**src/rtl/add4_lcd_frame_feeder_pkg.sv**
```systemverilog
// rtl/add4_lcd_frame_feeder_pkg.sv - shared states, LCD command/ASCII constants and decimal helpers
`timescale 1ns/1ps
package add4_lcd_pkg;

  localparam int LINE_LEN_DEF = 16;
  localparam int IDX_W        = 6;

  localparam logic [7:0] CMD_LINE1 = 8'h80;
  localparam logic [7:0] CMD_LINE2 = 8'hC0;
  localparam logic [7:0] CMD_CLEAR = 8'h01;

  localparam logic [7:0] ASCII_0    = 8'h30;
  localparam logic [7:0] ASCII_PLUS = 8'h2B;
  localparam logic [7:0] ASCII_EQ   = 8'h3D;
  localparam logic [7:0] ASCII_S    = 8'h53;
  localparam logic [7:0] ASCII_U    = 8'h55;
  localparam logic [7:0] ASCII_M    = 8'h4D;

  typedef enum logic [2:0] {
    ST_IDLE,
    ST_LOAD,
    ST_CLEAR,
    ST_L1_ADDR,
    ST_L1_CHAR,
    ST_L2_ADDR,
    ST_L2_CHAR,
    ST_DONE
  } state_t;

  // Values never exceed 31, so three thresholds cover every tens digit.
  function automatic logic [1:0] dec_tens(input logic [4:0] v);
    if (v >= 5'd30)      return 2'd3;
    else if (v >= 5'd20) return 2'd2;
    else if (v >= 5'd10) return 2'd1;
    else                 return 2'd0;
  endfunction

  function automatic logic [3:0] dec_units(input logic [4:0] v);
    case (dec_tens(v))
      2'd3:    return 4'(v - 5'd30);
      2'd2:    return 4'(v - 5'd20);
      2'd1:    return 4'(v - 5'd10);
      default: return v[3:0];
    endcase
  endfunction

  function automatic logic [7:0] digit_char(input logic [3:0] d);
    return ASCII_0 + {4'b0000, d};
  endfunction

endpackage

```
**src/rtl/add4_lcd_frame_feeder_if.sv**
```systemverilog
// rtl/add4_lcd_frame_feeder_if.sv - byte stream towards the LCD nibble writer
`timescale 1ns/1ps
interface add4_lcd_frame_feeder_if;
  logic       out_valid;
  logic       out_ready;
  logic [7:0] out_byte;
  logic       out_rs;

  modport master (output out_valid, output out_byte, output out_rs, input out_ready);
  modport slave  (input out_valid, input out_byte, input out_rs, output out_ready);
endinterface

```
**src/rtl/add4_lcd_frame_feeder_char_fmt.sv**
```systemverilog
// rtl/add4_lcd_frame_feeder_char_fmt.sv - combinational character generator for both text lines
`timescale 1ns/1ps
module add4_lcd_char_fmt
  import add4_lcd_pkg::*;
#(
  parameter logic [7:0] PAD_CHAR = 8'h20
) (
  input  logic             line,
  input  logic [IDX_W-1:0] idx,
  input  logic [3:0]       op_a,
  input  logic [3:0]       op_b,
  input  logic             cin,
  input  logic [4:0]       sum,
  output logic [7:0]       ch
);

  // Line 1 is "AA+BB+C=SS", line 2 is "SUM=" plus the sum in binary; the rest pads.
  always_comb begin
    ch = PAD_CHAR;
    if (!line) begin
      case (idx)
        6'd0: ch = digit_char({2'b00, dec_tens({1'b0, op_a})});
        6'd1: ch = digit_char(dec_units({1'b0, op_a}));
        6'd2: ch = ASCII_PLUS;
        6'd3: ch = digit_char({2'b00, dec_tens({1'b0, op_b})});
        6'd4: ch = digit_char(dec_units({1'b0, op_b}));
        6'd5: ch = ASCII_PLUS;
        6'd6: ch = digit_char({3'b000, cin});
        6'd7: ch = ASCII_EQ;
        6'd8: ch = digit_char({2'b00, dec_tens(sum)});
        6'd9: ch = digit_char(dec_units(sum));
        default: ch = PAD_CHAR;
      endcase
    end else begin
      case (idx)
        6'd0: ch = ASCII_S;
        6'd1: ch = ASCII_U;
        6'd2: ch = ASCII_M;
        6'd3: ch = ASCII_EQ;
        6'd4: ch = digit_char({3'b000, sum[4]});
        6'd5: ch = digit_char({3'b000, sum[3]});
        6'd6: ch = digit_char({3'b000, sum[2]});
        6'd7: ch = digit_char({3'b000, sum[1]});
        6'd8: ch = digit_char({3'b000, sum[0]});
        default: ch = PAD_CHAR;
      endcase
    end
  end

endmodule

```
**src/rtl/add4_lcd_frame_feeder.sv**
```systemverilog
// rtl/add4_lcd_frame_feeder.sv - formats the add4 result as a 2-line LCD frame (LCD_CLEAR_EN adds a clear command)
`timescale 1ns/1ps
module add4_lcd_frame_feeder
  import add4_lcd_pkg::*;
#(
  parameter int         LINE_LEN = LINE_LEN_DEF,
  parameter logic [7:0] PAD_CHAR = 8'h20
) (
  input  logic                            clk,
  input  logic                            rst,
  input  logic                            start,
  input  logic [3:0]                      op_a,
  input  logic [3:0]                      op_b,
  input  logic                            cin,
  output logic                            busy,
  output logic                            frame_done,
  add4_lcd_frame_feeder_if.master         lcd
);

  localparam logic [IDX_W-1:0] IDX_LAST = IDX_W'(LINE_LEN - 1);

  state_t           state, state_nx;
  logic [IDX_W-1:0] idx, idx_nx;
  logic [3:0]       a_q, b_q;
  logic             cin_q;
  logic [4:0]       sum_q;
  logic [7:0]       fmt_ch;

  add4_lcd_char_fmt #(.PAD_CHAR(PAD_CHAR)) u_fmt (
    .line (state == ST_L2_CHAR),
    .idx  (idx),
    .op_a (a_q),
    .op_b (b_q),
    .cin  (cin_q),
    .sum  (sum_q),
    .ch   (fmt_ch)
  );

  // State, character index and the operand/sum snapshot for the frame in flight.
  always_ff @(posedge clk) begin
    if (rst) begin
      state <= ST_IDLE;
      idx   <= '0;
      a_q   <= '0;
      b_q   <= '0;
      cin_q <= 1'b0;
      sum_q <= '0;
    end else begin
      state <= state_nx;
      idx   <= idx_nx;
      if (state == ST_IDLE && start) begin
        a_q   <= op_a;
        b_q   <= op_b;
        cin_q <= cin;
      end
      if (state == ST_LOAD)
        sum_q <= {1'b0, a_q} + {1'b0, b_q} + {4'b0000, cin_q};
    end
  end

  // Next state and stream outputs; every emitting state holds its byte until out_ready.
  always_comb begin
    state_nx      = state;
    idx_nx        = idx;
    lcd.out_valid = 1'b0;
    lcd.out_byte  = 8'h00;
    lcd.out_rs    = 1'b0;
    case (state)
      ST_IDLE: if (start) state_nx = ST_LOAD;
      ST_LOAD: begin
`ifdef LCD_CLEAR_EN
        state_nx = ST_CLEAR;
`else
        state_nx = ST_L1_ADDR;
`endif
      end
`ifdef LCD_CLEAR_EN
      ST_CLEAR: begin
        lcd.out_valid = 1'b1;
        lcd.out_byte  = CMD_CLEAR;
        if (lcd.out_ready) state_nx = ST_L1_ADDR;
      end
`endif
      ST_L1_ADDR: begin
        lcd.out_valid = 1'b1;
        lcd.out_byte  = CMD_LINE1;
        if (lcd.out_ready) state_nx = ST_L1_CHAR;
      end
      ST_L1_CHAR: begin
        lcd.out_valid = 1'b1;
        lcd.out_byte  = fmt_ch;
        lcd.out_rs    = 1'b1;
        if (lcd.out_ready) begin
          if (idx == IDX_LAST) begin
            idx_nx   = '0;
            state_nx = ST_L2_ADDR;
          end else begin
            idx_nx = idx + 1'b1;
          end
        end
      end
      ST_L2_ADDR: begin
        lcd.out_valid = 1'b1;
        lcd.out_byte  = CMD_LINE2;
        if (lcd.out_ready) state_nx = ST_L2_CHAR;
      end
      ST_L2_CHAR: begin
        lcd.out_valid = 1'b1;
        lcd.out_byte  = fmt_ch;
        lcd.out_rs    = 1'b1;
        if (lcd.out_ready) begin
          if (idx == IDX_LAST) begin
            idx_nx   = '0;
            state_nx = ST_DONE;
          end else begin
            idx_nx = idx + 1'b1;
          end
        end
      end
      ST_DONE: state_nx = ST_IDLE;
      default: state_nx = ST_IDLE;
    endcase
  end

  assign busy       = (state != ST_IDLE);
  assign frame_done = (state == ST_DONE);

endmodule
```
**src/flat_wrapper.sv**
```systemverilog
// flat-port wrapper written by rule: the top's interface ports become plain ports
module add4_lcd_frame_feeder_flat import add4_lcd_pkg::*;
#(
  parameter int         LINE_LEN = LINE_LEN_DEF,
  parameter logic [7:0] PAD_CHAR = 8'h20
)
  (clk, rst, start, op_a, op_b, cin, busy, frame_done, lcd_out_valid, lcd_out_byte, lcd_out_rs, lcd_out_ready);
  add4_lcd_frame_feeder_if lcd_i ();
  input  logic clk;
  input  logic rst;
  input  logic start;
  input  logic [3:0] op_a;
  input  logic [3:0] op_b;
  input  logic cin;
  output logic busy;
  output logic frame_done;
  output wire logic [$bits(lcd_i.out_valid)-1:0] lcd_out_valid;
  output wire logic [$bits(lcd_i.out_byte)-1:0] lcd_out_byte;
  output wire logic [$bits(lcd_i.out_rs)-1:0] lcd_out_rs;
  input wire logic [$bits(lcd_i.out_ready)-1:0] lcd_out_ready;
  assign lcd_out_valid = lcd_i.out_valid;
  assign lcd_out_byte = lcd_i.out_byte;
  assign lcd_out_rs = lcd_i.out_rs;
  assign lcd_i.out_ready = lcd_out_ready;
  add4_lcd_frame_feeder #(.LINE_LEN(LINE_LEN), .PAD_CHAR(PAD_CHAR)) u_core (.clk(clk), .rst(rst), .start(start), .op_a(op_a), .op_b(op_b), .cin(cin), .busy(busy), .frame_done(frame_done), .lcd(lcd_i));
endmodule
```
**config.mk**
```make
export PLATFORM = sky130hd
export DESIGN_NAME = add4_lcd_frame_feeder_flat
export DESIGN_NICKNAME = d
export VERILOG_FILES = /design/src/rtl/add4_lcd_frame_feeder_pkg.sv /design/src/rtl/add4_lcd_frame_feeder_if.sv /design/src/rtl/add4_lcd_frame_feeder_char_fmt.sv /design/src/rtl/add4_lcd_frame_feeder.sv /design/src/flat_wrapper.sv
export SDC_FILE = /design/constraint.sdc
export NUM_CORES = 1
export LEC_CHECK = 0
export BUFFER_PORTS_ARGS = -buffer_cell sky130_fd_sc_hd__buf_2
export CAP_MARGIN = 20
export CORE_MARGIN = 3
export CORE_UTILIZATION = 30
export CTS_CLUSTER_DIAMETER = 40
export DETAILED_ROUTE_END_ITERATION = 8
export PLACE_DENSITY = 0.54
export REMOVE_ABC_BUFFERS = 1
export SKIP_CTS_REPAIR_TIMING = 1
export SYNTH_ARGS = -nofsm -noshare
export SYNTH_HDL_FRONTEND = slang
export SYNTH_HIERARCHICAL = 1
export SYNTH_SLANG_ARGS = --single-unit
```
**constraint.sdc**
```tcl
create_clock -name clk -period 6.2 [get_ports clk]
set_input_delay 0 -clock clk [delete_from_list [all_inputs] [get_ports clk]]
set_output_delay 0 -clock clk [all_outputs]
set_load 0.005 [all_outputs]
```
Word level (Yosys, flattened, before mapping)
Index checks and enable logic that the tools add are counted.
- $add $sub $neg: 24
- magnitude comparators: 9
- eq/ne operators: 32
- muxes and demuxes: 45
- reductions and logical operators: 9
- operators by type and width (kind ; number):
    7-bit case mux with 9 select lines ; 2
    6-bit by 1-bit adder with 7-bit output, first input constant ; 6
    2-bit 2-to-1 mux ; 18
    4-bit case mux with 3 select lines ; 3
    6-bit by 3-bit equality test with 1-bit output, second input constant ; 4
    4-bit 2-to-1 mux ; 6
    8-bit case mux with 3 select lines ; 1
    4-bit subtractor, second input constant ; 6
    6-bit by 2-bit adder with 7-bit output, first input constant ; 3
    6-bit by 4-bit adder with 7-bit output, first input constant ; 3
    3-bit 2-to-1 mux ; 7
    4-bit by 5-bit >= comparator with 1-bit output, second input constant ; 4
    6-bit by 4-bit equality test with 1-bit output, second input constant ; 3
    3-bit case mux with 6 select lines ; 1
    2-bit equality test, second input constant ; 6
    3-bit equality test, second input constant ; 4
    6-bit by 2-bit equality test with 1-bit output, second input constant ; 2
    4-bit by 3-bit subtractor with 4-bit output, second input constant ; 3
    5-bit >= comparator, second input constant ; 2
    2-bit != test, second input constant ; 5
    4-bit >= comparator, second input constant ; 2
    8-bit 2-to-1 mux ; 1
    7-bit AND reduction ; 1
    6-bit by 1-bit adder with 6-bit output, second input constant ; 1
    other kinds (17) ; 25
- flip-flop bits (word level): 23
- bits of input ports: 13
- output and inout bits: 12
- logic and storage cells: 125

Logic depth before layout (Yosys ltp)
- depth in word-level cells: 14
- depth in mapped cells: 10
- mapped depth without buffers: 9

By module
Netlist, hierarchy kept.
- by module, submodules not included (module ; instances ; cells an instance ; area each (um2) ; seq. area each (um2)):
    add4_lcd_frame_feeder ; 1 ; 150 ; 1260.0 ; 460.4
    add4_lcd_char_fmt ; 1 ; 131 ; 897.1 ; 0.0

Least setup slack after synthesis
Ideal clock, no wire load.
- path type: reg2out
- start: reg u_core.state[2]
- end: out lcd_out_byte[2]
- arrival: 2.024 ns
- data required time: 6.200 ns
- path slack: 4.176 ns
- stages on the path, launching flop included: 10
- path buffers: 1
- cell sequence: dfxtp_1 nor2b_1 buf_2 and2_1 or2b_2 nand2_1 a22oi_1 a311oi_1 o21a_1 and2_1
- cells in the longest elaborated chain, start to end: 3
- elaborated cells on any way between the ends: 7
- those cells by class: eq/ne: 4; mux: 2; reduce/logical: 1
- RTL lines (what ; line ; text):
    from (decl) ; add4_lcd_frame_feeder.sv:22 ; state_t state, state_nx;
    from (signal assigned) ; add4_lcd_frame_feeder.sv:49 ; state <= state_nx;
    3-bit equality test ; add4_lcd_frame_feeder.sv:30 ; .line (state == ST_L2_CHAR),
    8-bit 2-to-1 mux ; add4_lcd_frame_feeder_char_fmt.sv:20 ; if (!line) begin
    via u_core.fmt_ch[2] ; add4_lcd_frame_feeder.sv:27 ; logic [7:0] fmt_ch;
    8-bit case mux with 3 select lines ; add4_lcd_frame_feeder.sv:68 ; case (state)
    to (decl) ; flat_wrapper.sv:18 ; output wire logic [$bits(lcd_i.out_byte)-1:0] lcd_out_byte;
The timed path passes the listed nets, and every way through them passes these cells.

Worst setup path in the final report
Ends and elaborated chain as after synthesis.

==> flow_summary_export.csv <==
group,metric,value,unit
yosys,synth_fa_ha_area_share,8.00,%
power,p_per_area,147,nW/µm²
floorplanning,io_pins,25,
detailed_routing,vias,1988,
yosys,ys_ff_latch,23,
power,p_switching,112,µW
detailed_routing,first_pass_iters,4,
global_route,grt_max_degree,26,
detailed_routing,drt_iter0_markers,108,
power,p_sw_share,31.8,%
clocking,cts-root-buf,"clkbuf_8",
place,pre_cts_ws,3210,ps
global_route,grt_pass1_vias,1802,
worst_setup_path,rr_worst_depth,4,
global_route,grt.overflow.total,0,
power,ir_drop,66.5,µV
global_route,antenna_found_initial,0,
timing,hold_viol,0,
detailed_routing,drtAntennaViolNets,0,
timing,fin_crit,3290,ps
timing,max_freq,304,MHz
global_route,grt_pass1_wl,8630,µm
power,p_int,240,µW
timing,drv_slew,0,
yosys,syn-instance-count,281,
worst_setup_path,crit_path_start,"u_core/state[2]$_SDFFE_PP0P_",
layout,layout_common_cells,"36 x nand2_1, 30 x a21oi_1, 24 x buf_2",
worst_setup_path,startpoint_type,"register",
clocking,cts_tree,"built",
clocking,cts_max_level,1,
timing,fin_tns_setup,0,ps
global_route,track_usage,12.2,%
yosys,synthTopCellsByArea,"dfxtp_1 21%, a21oi_1 7.0%, nand2_1 6.3%, ha_1 5.2%, inv_1 3.0%",
clocking,insertion_delay,270,ps
floorplanning,die-width,90.8,µm
worst_setup_path,rrSetupSlack,4190,ps
layout,antenna_cells,0,
yosys,ys_seq_area_share,21.3,%
power,power_frac_clock,27.8,%
timing,worst_pin_slew,796,ps
layout,fillers,729,
worst_hold_path,min_path_type,"in2reg",
place,place.detailed.hpwl,3680,µm
yosys,netlist.area_leader.share,21.3,%
layout,final_common_cell,"nand2_1",
run,drv_cap,0,
status,status,"finished clean",
layout,area_growth,10.8,%
worst_setup_path,crit_type,"reg2out",
timing,setup_viol,0,
yosys,synth.cell_area,2160,µm²
timing,slew-limit-headroom,46.8,%
floorplanning,row_count,30,
power,pwr-share-seq,50.5,%
power,leakage,0.000912,µW
layout,final_net_count,322,
yosys,synth.distinct_cells,74,
yosys,synth_warnings,6,
floorplanning,start_util,31.4,%
yosys,synth_largest_area_cell,"dfxtp_1",
yosys,synthArstFlopShare,0,%
clocking,cts_made_buffers,3,
detailed_routing,drcViolationCount,0,
power,combPwrFrac,21.6,%
place,place.gp.congestion,0.842,
floorplanning,coreArea,6870,µm²
layout,drive_gt1_share,13.9,%
worst_setup_path,r2r_end,"u_core/idx[4]$_SDFFE_PP0P_",
timing,finalCritPeriodShare,53.0,%
detailed_routing,routed_wl,5040,µm
yosys,syn_avg_cell_area,7.68,µm²
yosys,synthFlopType,"dfxtp_1",
timing,layout_setup_ws,2910,ps
yosys,synth_xor_area_share,2.03,%
worst_setup_path,worstPathRequired,6200,ps
timing,final.setup_skew,7.07,ps
yosys,synth_compound_area_share,25.5,%
worst_setup_path,cp_max_fo,17,
clocking,clock_sinks,23,
clocking,cts_buffer_depth,2,
detailed_routing,post_drt_via_cell_ratio,5.07,
worst_setup_path,end_kind,"output port",
worst_setup_path,cp-endpoint,"lcd_out_byte[2]",
detailed_routing,wire_per_inst,12.9,µm
floorplanning,chipHeight,90.8,µm
yosys,synthMuxAreaShare,1.68,%
timing,rsz0062_at_grt,"no",
worst_setup_path,arrival,3290,ps
yosys,synth_edf_count,0,
worst_setup_path,r2r-start,"u_core/idx[0]$_SDFFE_PP0P_",
clocking,clk_pin_slew_worst_paths,90,ps
yosys,synth_top_family_by_area,"simple AND/OR/NAND/NOR gates",
place,place.port_buffers,24,
yosys,yosys.area_share.simple,31.6,%
floorplanning,die-area,8240,µm²
power groups by stage:
stage                     sequential [µW]  clock (µW)  combinational, µW
after floorplan                       175           0               52.9
final                                 178        98.0               76.2
after global routing                  181         110               87.3
after global placement                181           0               71.5
after detailed placement              182           0               72.3
after CTS                             178         103               72.6
per-stage QoR:
step / util [%] / cell area [µm²] / total power (µW) / hold slack (ps) / std cells
after floorplan: - / 2010 / 228 / 69.1 / 259
after global placement: 32.8 / 2250 / 253 / 247 / 379
after detailed placement: 32.8 / 2250 / 254 / 246 / 379
after CTS: 33.5 / 2300 / 354 / -53.2 / 383
after global routing: 34.8 / 2390 / 378 / 95.7 / 392
final: 34.8 / 2390 / 352 / 86.7 / 392
worst max-delay path, cell delays in order, from the launching register on:
cell      delay (ps)
dfxtp_1          730
nor2b_1          720
and2_1           390
or2b_2           350
nand2_1           70
a22oi_1           70
a311oi_1         320
o21a_1           160
and2_1           110
buf_2            110
layout make-up:
type                       count  area, µm²  share of cell area (%)
inverter                      17       63.8                    2.67
clock buffer                   3       41.3                    1.73
tap                           96        120                    5.03
sequential                    23        460                    19.3
clock inverter                 1       7.51                   0.314
timing repair buffer          33        210                    8.80
multi-input combinational    219       1490                    62.2
flip-flops by register name, indices dropped and copies added (netlist names):
name / count
u_core/a_q: 4
u_core/b_q: 4
u_core/cin_q: 1
u_core/idx: 6
u_core/state: 3
u_core/sum_q: 5
how the worst min path moves through the flow:
stage / startpoint / cells after the start / to / slack [ps]
after floorplan: rst / 1 / u_core/a_q[0]$_SDFFE_PP0P_ / 70
after global placement: op_b[3] / 3 / u_core/b_q[3]$_SDFFE_PP0P_ / 250
after detailed placement: op_b[3] / 3 / u_core/b_q[3]$_SDFFE_PP0P_ / 250
after CTS: op_b[3] / 3 / u_core/b_q[3]$_SDFFE_PP0P_ / -50
after global routing: lcd_out_ready / 3 / u_core/idx[1]$_SDFFE_PP0P_ / 100
final: lcd_out_ready / 3 / u_core/idx[1]$_SDFFE_PP0P_ / 90
synthesized netlist by cell type (all sizes together), types with 5 or more instances:
library cell / instances
and2: 9
a21oi: 30
nor2: 16
nand2b: 8
ha: 9
dfxtp: 23
clkbuf: 6
buf: 16
o311ai: 5
inv: 17
nand3: 6
o21ai: 12
nor2b: 7
a211o: 5
nand2: 36
routing by layer:
layer,GRT usage [%],up-vias,wire length [µm]
li1,-,1037,-
met1,18.2,905,2610
met2,18.8,44,2190
met3,1.25,2,204
met4,2.64,0,36
met5,0,-,0
cell families (layout without fill, tap and decap cells):
group | Yosys count | after routing
AOI/OAI and AO/OA | 81 | 81
xor gates and xnor gates | 5 | 5
adders and majority gates | 12 | 12
buffers and inverters | 39 | 54
DFF | 23 | 23
muxes | 2 | 2
other | 1 | 1
and+or+nand+nor | 118 | 118
Power figures use the tool's default switching activity.
